==> src/rtl/microsequencer.sv <==
// Next-state stage of the microprogrammed control unit: picks the next microstore
// address from the control-register fields and status inputs, with a return stack for microsubroutines.
module microsequencer #(
  parameter int ADDR_W      = 10,
  parameter int FETCH_ADDR  = 1,
  parameter int RESET_ADDR  = 0,
  parameter int STACK_DEPTH = 4
) (
  input  logic                             clk,
  input  logic                             reset,
  input  logic [2:0]                       N,
  input  logic                             inv,
  input  logic [1:0]                       select,
  input  logic [5:0]                       cr,
  input  logic [ADDR_W-1:0]                decode_addr,
  input  logic                             mfc,
  input  logic                             cond_true,
  input  logic                             ir_bit,
  output logic [ADDR_W-1:0]                next_state,
  output logic                             stack_err,
  output logic [$clog2(STACK_DEPTH):0]     stack_level
);

  localparam int PTR_W = $clog2(STACK_DEPTH);
  localparam int LVL_W = PTR_W + 1;

  localparam logic [2:0] OP_DECODE = 3'd0;
  localparam logic [2:0] OP_FETCH  = 3'd1;
  localparam logic [2:0] OP_JUMP   = 3'd2;
  localparam logic [2:0] OP_BRANCH = 3'd3;
  localparam logic [2:0] OP_INC    = 3'd4;
  localparam logic [2:0] OP_CALL   = 3'd5;
  localparam logic [2:0] OP_RET    = 3'd6;
  localparam logic [2:0] OP_WAIT   = 3'd7;

  logic [ADDR_W-1:0] stack_mem [STACK_DEPTH];
  logic [ADDR_W-1:0] incr;
  logic [ADDR_W-1:0] cr_ext;
  logic [ADDR_W-1:0] stack_top;
  logic [ADDR_W-1:0] nxt;
  logic [PTR_W-1:0]  top_idx;
  logic              sel_sig;
  logic              cond;
  logic              stack_full;
  logic              stack_empty;
  logic              push;
  logic              pop;
  logic              err_set;

  assign incr        = next_state + ADDR_W'(1);
  assign cr_ext      = ADDR_W'(cr);
  assign stack_full  = (stack_level == LVL_W'(STACK_DEPTH));
  assign stack_empty = (stack_level == '0);
  assign top_idx     = PTR_W'(stack_level - LVL_W'(1));
  assign stack_top   = stack_mem[top_idx];

  // select=3 feeds a constant 0, so inv turns it into an unconditional true.
  always_comb begin
    sel_sig = 1'b0;
    case (select)
      2'd0: sel_sig = mfc;
      2'd1: sel_sig = cond_true;
      2'd2: sel_sig = ir_bit;
      2'd3: sel_sig = 1'b0;
    endcase
    cond = sel_sig ^ inv;
  end

  always_comb begin
    nxt     = next_state;
    push    = 1'b0;
    pop     = 1'b0;
    err_set = 1'b0;
    case (N)
      OP_DECODE: nxt = decode_addr;
      OP_FETCH:  nxt = ADDR_W'(FETCH_ADDR);
      OP_JUMP:   nxt = cr_ext;
      OP_BRANCH: nxt = cond ? cr_ext : incr;
      OP_INC:    nxt = incr;
      OP_CALL: begin
        nxt = cr_ext;
        if (stack_full) err_set = 1'b1;
        else            push    = 1'b1;
      end
      // Returning with nothing on the stack aborts the instruction back to fetch.
      OP_RET: begin
        if (stack_empty) begin
          nxt     = ADDR_W'(FETCH_ADDR);
          err_set = 1'b1;
        end else begin
          nxt = stack_top;
          pop = 1'b1;
        end
      end
      OP_WAIT:   nxt = cond ? incr : next_state;
    endcase
  end

  always_ff @(posedge clk or posedge reset) begin
    if (reset) begin
      next_state  <= ADDR_W'(RESET_ADDR);
      stack_level <= '0;
      stack_err   <= 1'b0;
    end else begin
      next_state <= nxt;
      if (push)    stack_level <= stack_level + LVL_W'(1);
      else if (pop) stack_level <= stack_level - LVL_W'(1);
      if (err_set) stack_err <= 1'b1;
    end
  end

  // Contents need no reset; an empty level makes stale entries unreachable.
  always_ff @(posedge clk) begin
    if (push) stack_mem[stack_level[PTR_W-1:0]] <= incr;
  end

endmodule

==> config.mk <==
export PLATFORM = sky130hd
export DESIGN_NAME = microsequencer
export DESIGN_NICKNAME = d
export VERILOG_FILES = /design/src/rtl/microsequencer.sv
export SDC_FILE = /design/constraint.sdc
export NUM_CORES = 1
export LEC_CHECK = 0
export CORE_MARGIN = 3
export CORE_UTILIZATION = 30
export CTS_CLUSTER_DIAMETER = 60
export DETAILED_ROUTE_END_ITERATION = 10
export SYNTH_ARGS = -nofsm -noshare
export SYNTH_HDL_FRONTEND = slang
export SYNTH_SLANG_ARGS = --single-unit
==> constraint.sdc <==
create_clock -name clk -period 3.5 [get_ports clk]
set_clock_uncertainty 0.1 [all_clocks]
set_input_delay 1.05 -clock clk [delete_from_list [all_inputs] [get_ports clk]]
set_output_delay 1.05 -clock clk [all_outputs]
set_load 0.02 [all_outputs]
### Word-level counts from Yosys, hierarchy flattened

Memory sizes are Yosys's and may differ from the RTL's.
Cells that the tools add are included.

* flip-flop bits (word level): 14
* bits of input ports: 27
* memories: 1
* logic and storage cells: 41
* bits in writable memories: 40

* bitwise operators: 1
* reductions and logical operators: 5
* $add $sub $neg: 3
* eq/ne operators: 12
* multiplexer cells: 16

Memories
* stack_mem: depth 4, width 10, read ports 1, clocked after Yosys merged registers in 0, wr ports 1, RTL line 36 `logic [ADDR_W-1:0] stack_mem [STACK_DEPTH];`

Operators by type and width (count)
* case mux 10 bit (7 select lines): 1
* 2-to-1 mux 10 bit: 3
* equality test 3 bit, second input constant: 5
* adder 10 x 1 -> 10 bit, second input constant: 1
* 2-to-1 mux 1 bit: 8
* equality test 3 x 2 -> 1 bit, second input constant: 2
* zero test 3 bit: 2
* 2-to-1 mux 3 bit: 2
* equality test 2 bit, second input constant: 2
* case mux 1 bit (4 select lines): 1
* adder 3 x 1 -> 3 bit, second input constant: 1
* equality test 3 x 1 -> 1 bit, second input constant: 1
* subtractor 3 x 1 -> 3 bit, second input constant: 1
* equality test 2 x 1 -> 1 bit, second input constant: 1
* zero test 2 bit: 1
* inequality test 2 bit, second input constant: 1
* case mux 1 bit (2 select lines): 1
* nonzero test 2 bit: 1
* OR reduction 2 bit: 1
* bitwise XOR 1 bit: 1

### Depth between registers and ports, before layout

Gate-level depths: netlist of run 1.

* depth after elaboration: 5
* depth in mapped cells: 8

### Least setup slack after synthesis of run 1

No wires, ideal clock.

* path type: input to register
* from: input port N[1]
* to: register stack_level[2]
* data arrival time: 2.365 ns
* cell stages on the path: 7
* buffers on the path: 1
* slack: 0.903 ns
* cell sequence: buf_2 nor2b_1 nand2_1 a21oi_1 and2_1 a21oi_1 xnor2_1

* word-level cells in the longest chain between the ends: 3
* elaborated cells between the ends (all ways): 6
* classes of those cells: 2 x eq/ne; 3 x mux; 1 x reduce/logical

RTL lines
* start: declaration: RTL line 11 `input logic [2:0] N,`
* equality test 3 bit: RTL line 74 `case (N)`
* 2-to-1 mux 1 bit: RTL line 74
* 2-to-1 mux 3 bit / nonzero test 2 bit (equally long branches)
* end signal: assignment: RTL line 106 `if (push) stack_level <= stack_level + LVL_W'(1);`
* end signal: assignment: RTL line 107 `else if (pop) stack_level <= stack_level - LVL_W'(1);`
* end: declaration: RTL line 21 `output logic [$clog2(STACK_DEPTH):0] stack_level`

Parallel ways exist; a longest one is shown, timed or not.
A chain may end at the register's enable or synchronous reset.

### Worst setup path after layout of run 1

* from: input port select[1]
* to: register next_state[4]

* word-level cells in the longest chain between the ends: 5
* elaborated cells between the ends (all ways): 9
* classes of those cells: 4 x eq/ne; 3 x mux; 1 x bitwise; 1 x reduce/logical

RTL lines
* start: declaration: RTL line 13 `input logic [1:0] select,`
* equality test 2 bit (tied with other cells): RTL line 60 `case (select)`
* case mux 1 bit (4 select lines) *: RTL line 60
* bitwise XOR 1 bit *: RTL line 66 `cond = sel_sig ^ inv;`
* 2-to-1 mux 10 bit: RTL line 78 `OP_BRANCH: nxt = cond ? cr_ext : incr;`
* case mux 10 bit (7 select lines): RTL line 74
* end signal: assignment: RTL line 101 `next_state <= ADDR_W'(RESET_ADDR);`
* end signal: assignment: RTL line 105 `next_state <= nxt;`
* end: declaration: RTL line 19 `output logic [ADDR_W-1:0] next_state,`

Every way passes the cells marked *; elsewhere a longest branch is shown, timed or not.

==> results of run 1 <==
[stage by stage]
stage                     total power [mW]  setup slack, ns  util (%)  cells  area, sq um
after global placement                1.66            0.265      38.0    329         3150
after global routing                  2.18            0.264      39.3    337         3260
after CTS                             2.09            0.515      39.3    337         3260
after floorplan                       1.39            0.903         -    182         2580
after detailed placement              1.67            0.201      38.0    329         3150
final                                 2.06            0.512      39.3    337         3260
[layout make-up]
class	instances	area [sq um]
clock inverter	3	43.8
timing repair buffer	50	475
sequential	54	1550
clock buffer	5	68.8
inverter	7	26.3
multi-input combinational	113	967
tap	105	131
fill	765	5030
[registers in the layout, indices dropped and copies added, names as in the netlist]
register	flops
next_state	10
stack_err	1
stack_mem	40
stack_level	3
[power breakdown]
| group | leakage, nW | internal, mW | total, mW | switching, mW |
|---|---|---|---|---|
| Combinational | 0.557 | 0.379 | 0.771 | 0.392 |
| Sequential | 0.535 | 0.805 | 0.875 | 0.0694 |
| Clock | 0.0585 | 0.215 | 0.416 | 0.202 |
[routing by layer]
metal	GRT usage, %	up-vias	share of wire (%)
met1	16.1	856	42
met4	2.63	0	0.32
li1	-	806	-
met2	21.2	55	51
met5	0	-	0
met3	3.47	2	6.7
[cell families after synthesis]
logic type / count (synthesis) / share of synthesized area [%]
xor gates and xnor gates: 10 / 3.39
buffers and inverters: 15 / 2.42
muxes: 12 / 9.50
and+or+nand+nor: 45 / 8.53
adders and majority gates: 6 / 2.91
AOI/OAI and AO/OA: 40 / 13.1
DFF: 54 / 60.1
[cell usage in the layout, fill, tap and decap left out, drive strengths merged, types with 2 or more instances in the layout]
master,n
a21oi,9
a221oi,9
and2,3
and3,3
buf,10
clkbuf,5
clkdlybuf4s50,40
dfrtp,14
edfxtp,40
ha,6
inv,8
mux2i,2
mux4,10
nand2,14
nand2b,4
nand3,6
nor2,7
nor2b,2
nor3,3
o21ai,4
o22ai,10
xnor2,9
[worst paths after layout]
| kind | startpoint | to | slack, ns |
|---|---|---|---|
| max | select[1] | next_state[4] | 0.51 |
| min | stack_err | stack_err | 0.37 |
| max reg2reg | stack_level[1] | next_state[0] | 1.14 |
| min reg2reg | stack_err | stack_err | 0.37 |
| max in group asynchronous | reset | next_state[2] | 1.85 |
| min in group asynchronous | reset | stack_err | 1.03 |
==> impl_metrics.ini, run 1 <==
[synthesis]
ys_types = 34
synth_top_area_share_pct = 46.5
synth_area_sq_um = 2580
avgSynthCellArea_sq_um = 14.2
yosys_warnings = 0
synthTopCellsByCount = 40 x edfxtp_1, 14 x dfrtp_1, 13 x nand2_1
synth_top_cells_by_area = edfxtp_1 47%, dfrtp_1 14%, mux4_2 8.7%
ys_ff_latch = 54
synth.most_common_cell = edfxtp_1
synth_ff_type = edfxtp_1
synth_edf_count = 40
synth.largest_area_cell = edfxtp_1
synth-async-reset-ratio_pct = 25.9
yosysSeqAreaShare_pct = 60.1
synth_cells = 182
synth_nets = 215

[floorplanning]
die-area_sq_um = 9750
rows = 33
initial_core_util_pct = 31.1
core_sq_um = 8300
die_w_microns = 98.8
io_pins = 41
die_h_microns = 98.8

[detailed_routing]
wirelength_microns = 5900
wire_per_inst_microns = 17.5
num_vias = 1719
dr.pass1.iters = 4
ant_nets = 0
drc_errors = 0
drt-initial-drc-count = 113
viasPerCell = 5.10

[grt]
grt_pass1_wl_microns = 9450
grt_remaining_overflow = 0
antenna_found_initial = 0
first_global_vias = 1727
grtUsageTotal_pct = 12.5
grt_max_degree = 18

[clock_tree]
clk_pin_slew_ns = 0.10
clkSinkCount = 54
htree_levels = 2
cts.repair.resized = 0
clock_latency_ns = 0.31
cts_buffers = 5
cts_root_buf = clkbuf_8
clk_path_buf_depth = 2
cts_hold_buf = 0
post_cts_buffers = 0
cts_tree = built

[worst_setup_path]
cp_max_fo = 7
worst-path-buf-inv = 1
rr_worst_depth = 7
start_kind = primary input
path_delay_family = compound AO/OA/AOI/OAI gates
crit_type = in -> reg
cp_cell_sequence = clkdlybuf4s50_1 -> mux2i_1 -> o32ai_1 -> o2111ai_2 -> nand2_1 -> a221oi_1 -> a21oi_1
endpoint_kind = flop
crit_arrival_ns = 3.07
worst-path-stages = 7
crit_path_max_incr_delay_ns = 0.52
cp_data_required_time_ns = 3.58
critPathSlowestCell = clkdlybuf4s50_1

[timing]
relSlewSlack_pct = 56.9
hold_slack_ns = 0.372
hold_viol_final = 0
finalSetupViolations = 0
min_period_over_period_pct = 85.4
rsz0062_at_grt = false
max_freq_mhz = 335
worst_pin_slew_ns = 0.644
final_max_slew_viol_count = 0
min_period_ns = 2.99
tns_ns = 0

[run]
max_cap_violations = 0

[layout]
area_growth_syn_to_layout_pct = 26.5
layout.nets = 264
final_layout_size_suffix_gt1_share_pct = 15.5
num_antenna_cells = 0

[power]
leakagePower_nw = 1.15
peakVddDrop_uv = 215
p_per_area_nw_per_um2 = 632

[place]
port_buffers = 40
dpl.hpwl_microns = 4220
place_congestion = 0.779

[status]
status = finished, final reports clean

[min_path]
hold_depth = 1
hp-class = reg -> reg
(Power assumes the default switching activity.)
==> inputs of run 2 (changes only) <==
Settings changed: SETUP_SLACK_MARGIN set to 0.3.
==> run 2 against run 1 <==
Clock-buffer cell count unchanged. Critical endpoint is now next_state[0]. Global-route usage unchanged. Highest routed layer unchanged. Combinational power about the same. Total power about the same. Non-clock buffer count increased by 2.
==> impl_metrics.ini, run 2 (synthesis results as in run 1) <==
[layout]
final_cell_mix = 40 x clkdlybuf4s50_1, 40 x edfxtp_1, 14 x dfrtp_1, 13 x nand2_1, 12 x buf_4
layout.nets = 266
largest_reg_flops = 40
final_layout_size_suffix_gt1_share_pct = 16.2
area_growth_syn_to_layout_pct = 27.0
num_antenna_cells = 0
final_core_util_pct = 39.5

[worst_setup_path]
endpoint_kind = flop
cp-endpoint = next_state[0]
path_delay_family = compound AO/OA/AOI/OAI gates
rrSetupSlack_ns = 1.13
cp_data_required_time_ns = 3.59
crit_type = in -> reg
crit_path_max_incr_delay_ns = 0.52
rr_startpoint = stack_level[1]
critPathSlowestCell = clkdlybuf4s50_1
cp_max_fo = 10
worst-path-buf-inv = 1
regToRegEndpoint = next_state[0]
rr_worst_depth = 7
critPathLaunch = select[1]
crit_arrival_ns = 3.07
cp_cell_sequence = clkdlybuf4s50_1 -> mux2i_1 -> o32ai_1 -> o311ai_4 -> nand2_2 -> a2111oi_4 -> o22ai_1
start_kind = primary input
worst-path-stages = 7

[run]
max_cap_violations = 0

[timing]
tns_ns = 0
relSlewSlack_pct = 56.3
rsz0062_at_grt = false
worst_pin_slew_ns = 0.653
min_period_over_period_pct = 85.1
max_freq_mhz = 336
finalSetupViolations = 0
final_max_slew_viol_count = 0
min_period_ns = 2.98
hold_viol_final = 0

[clock_tree]
cts_tree = built
htree_levels = 2
cts_root_buf = clkbuf_8
cts_buffers = 5
clock_latency_ns = 0.31
cts.repair.resized = 0
post_cts_buffers = 0
clk_path_buf_depth = 2
clkSinkCount = 54
clk_pin_slew_ns = 0.10
cts_hold_buf = 0

[grt]
first_global_vias = 1727
antenna_found_initial = 0
grt_max_degree = 18
grt_remaining_overflow = 0
grt_pass1_wl_microns = 9450
grtUsageTotal_pct = 12.5

[floorplanning]
die_h_microns = 98.8
initial_core_util_pct = 31.1
die-area_sq_um = 9750
core_sq_um = 8300
io_pins = 41
rows = 33
die_w_microns = 98.8

[detailed_routing]
dr.pass1.iters = 4
wire_per_inst_microns = 17.5
ant_nets = 0
num_vias = 1744
drc_errors = 0
wirelength_microns = 5920
viasPerCell = 5.14
drt-initial-drc-count = 130

[place]
place_congestion = 0.779
port_buffers = 40
dpl.hpwl_microns = 4220

[status]
status = finished, final reports clean

[min_path]
hp-class = reg -> reg

[power]
peakVddDrop_uv = 215
p_per_area_nw_per_um2 = 629
leakagePower_nw = 1.16
run 2: cell types whose count changed in the layout (fill, tap and decap cells not counted), sizes merged:
cell,previous run,this run
buf,10,12
run 2: worst register-to-register path, stage by stage, from the launching register on:
cell       delay [ns]
dfrtp_1          0.40
inv_1            0.11
ha_1             0.68
mux4_2           0.39
nor2_1           0.09
nor3_1           0.08
a2111oi_4        0.27
o22ai_1          0.12
run 2: metal layers:
metal / wire length, microns / up-vias / track usage, %
met1: 2590 / 875 / 16.1
met3: 328 / 4 / 3.47
met5: 0 / - / 0
li1: - / 812 / -
met2: 2980 / 53 / 21.2
met4: 29 / 0 / 2.63
run 2: worst min path at each step:
stage / startpoint / to / slack (ns) / cells after the start
global route: stack_err / stack_err / 0.41 / 1
detailed placement: stack_err / stack_err / 0.36 / 1
finish: stack_err / stack_err / 0.37 / 1
floorplan: stack_err / stack_err / 0.49 / 1
global placement: stack_err / stack_err / 0.35 / 1
CTS: stack_err / stack_err / 0.38 / 1
run 2: stage by stage:
step	setup WS [ns]	hold slack (ns)	cells	total power, mW	cell area [sq um]
after floorplan	0.903	0.491	182	1.39	2580
after global placement	0.265	0.353	329	1.66	3150
after detailed placement	0.201	0.356	329	1.67	3150
after CTS	0.515	0.380	337	2.09	3260
after global routing	0.354	0.412	339	2.18	3280
final	0.521	0.372	339	2.06	3280
run 2: cell type report:
| class | count | area, sq um |
|---|---|---|
| Timing Repair Buffer | 52 | 490 |
| Clock buffer | 5 | 68.8 |
| Fill cell | 763 | 5020 |
| Multi-Input combinational cell | 113 | 967 |
| Sequential cell | 54 | 1550 |
| Inverter | 7 | 26.3 |
| Tap cell | 105 | 131 |
| Clock inverter | 3 | 43.8 |
run 2: where the power goes:
group | switching [mW] | total [mW] | internal (mW)
Clock | 0.201 | 0.415 | 0.215
Sequential | 0.0697 | 0.875 | 0.805
Combinational | 0.393 | 0.773 | 0.379
Total | 0.664 | 2.06 | 1.40
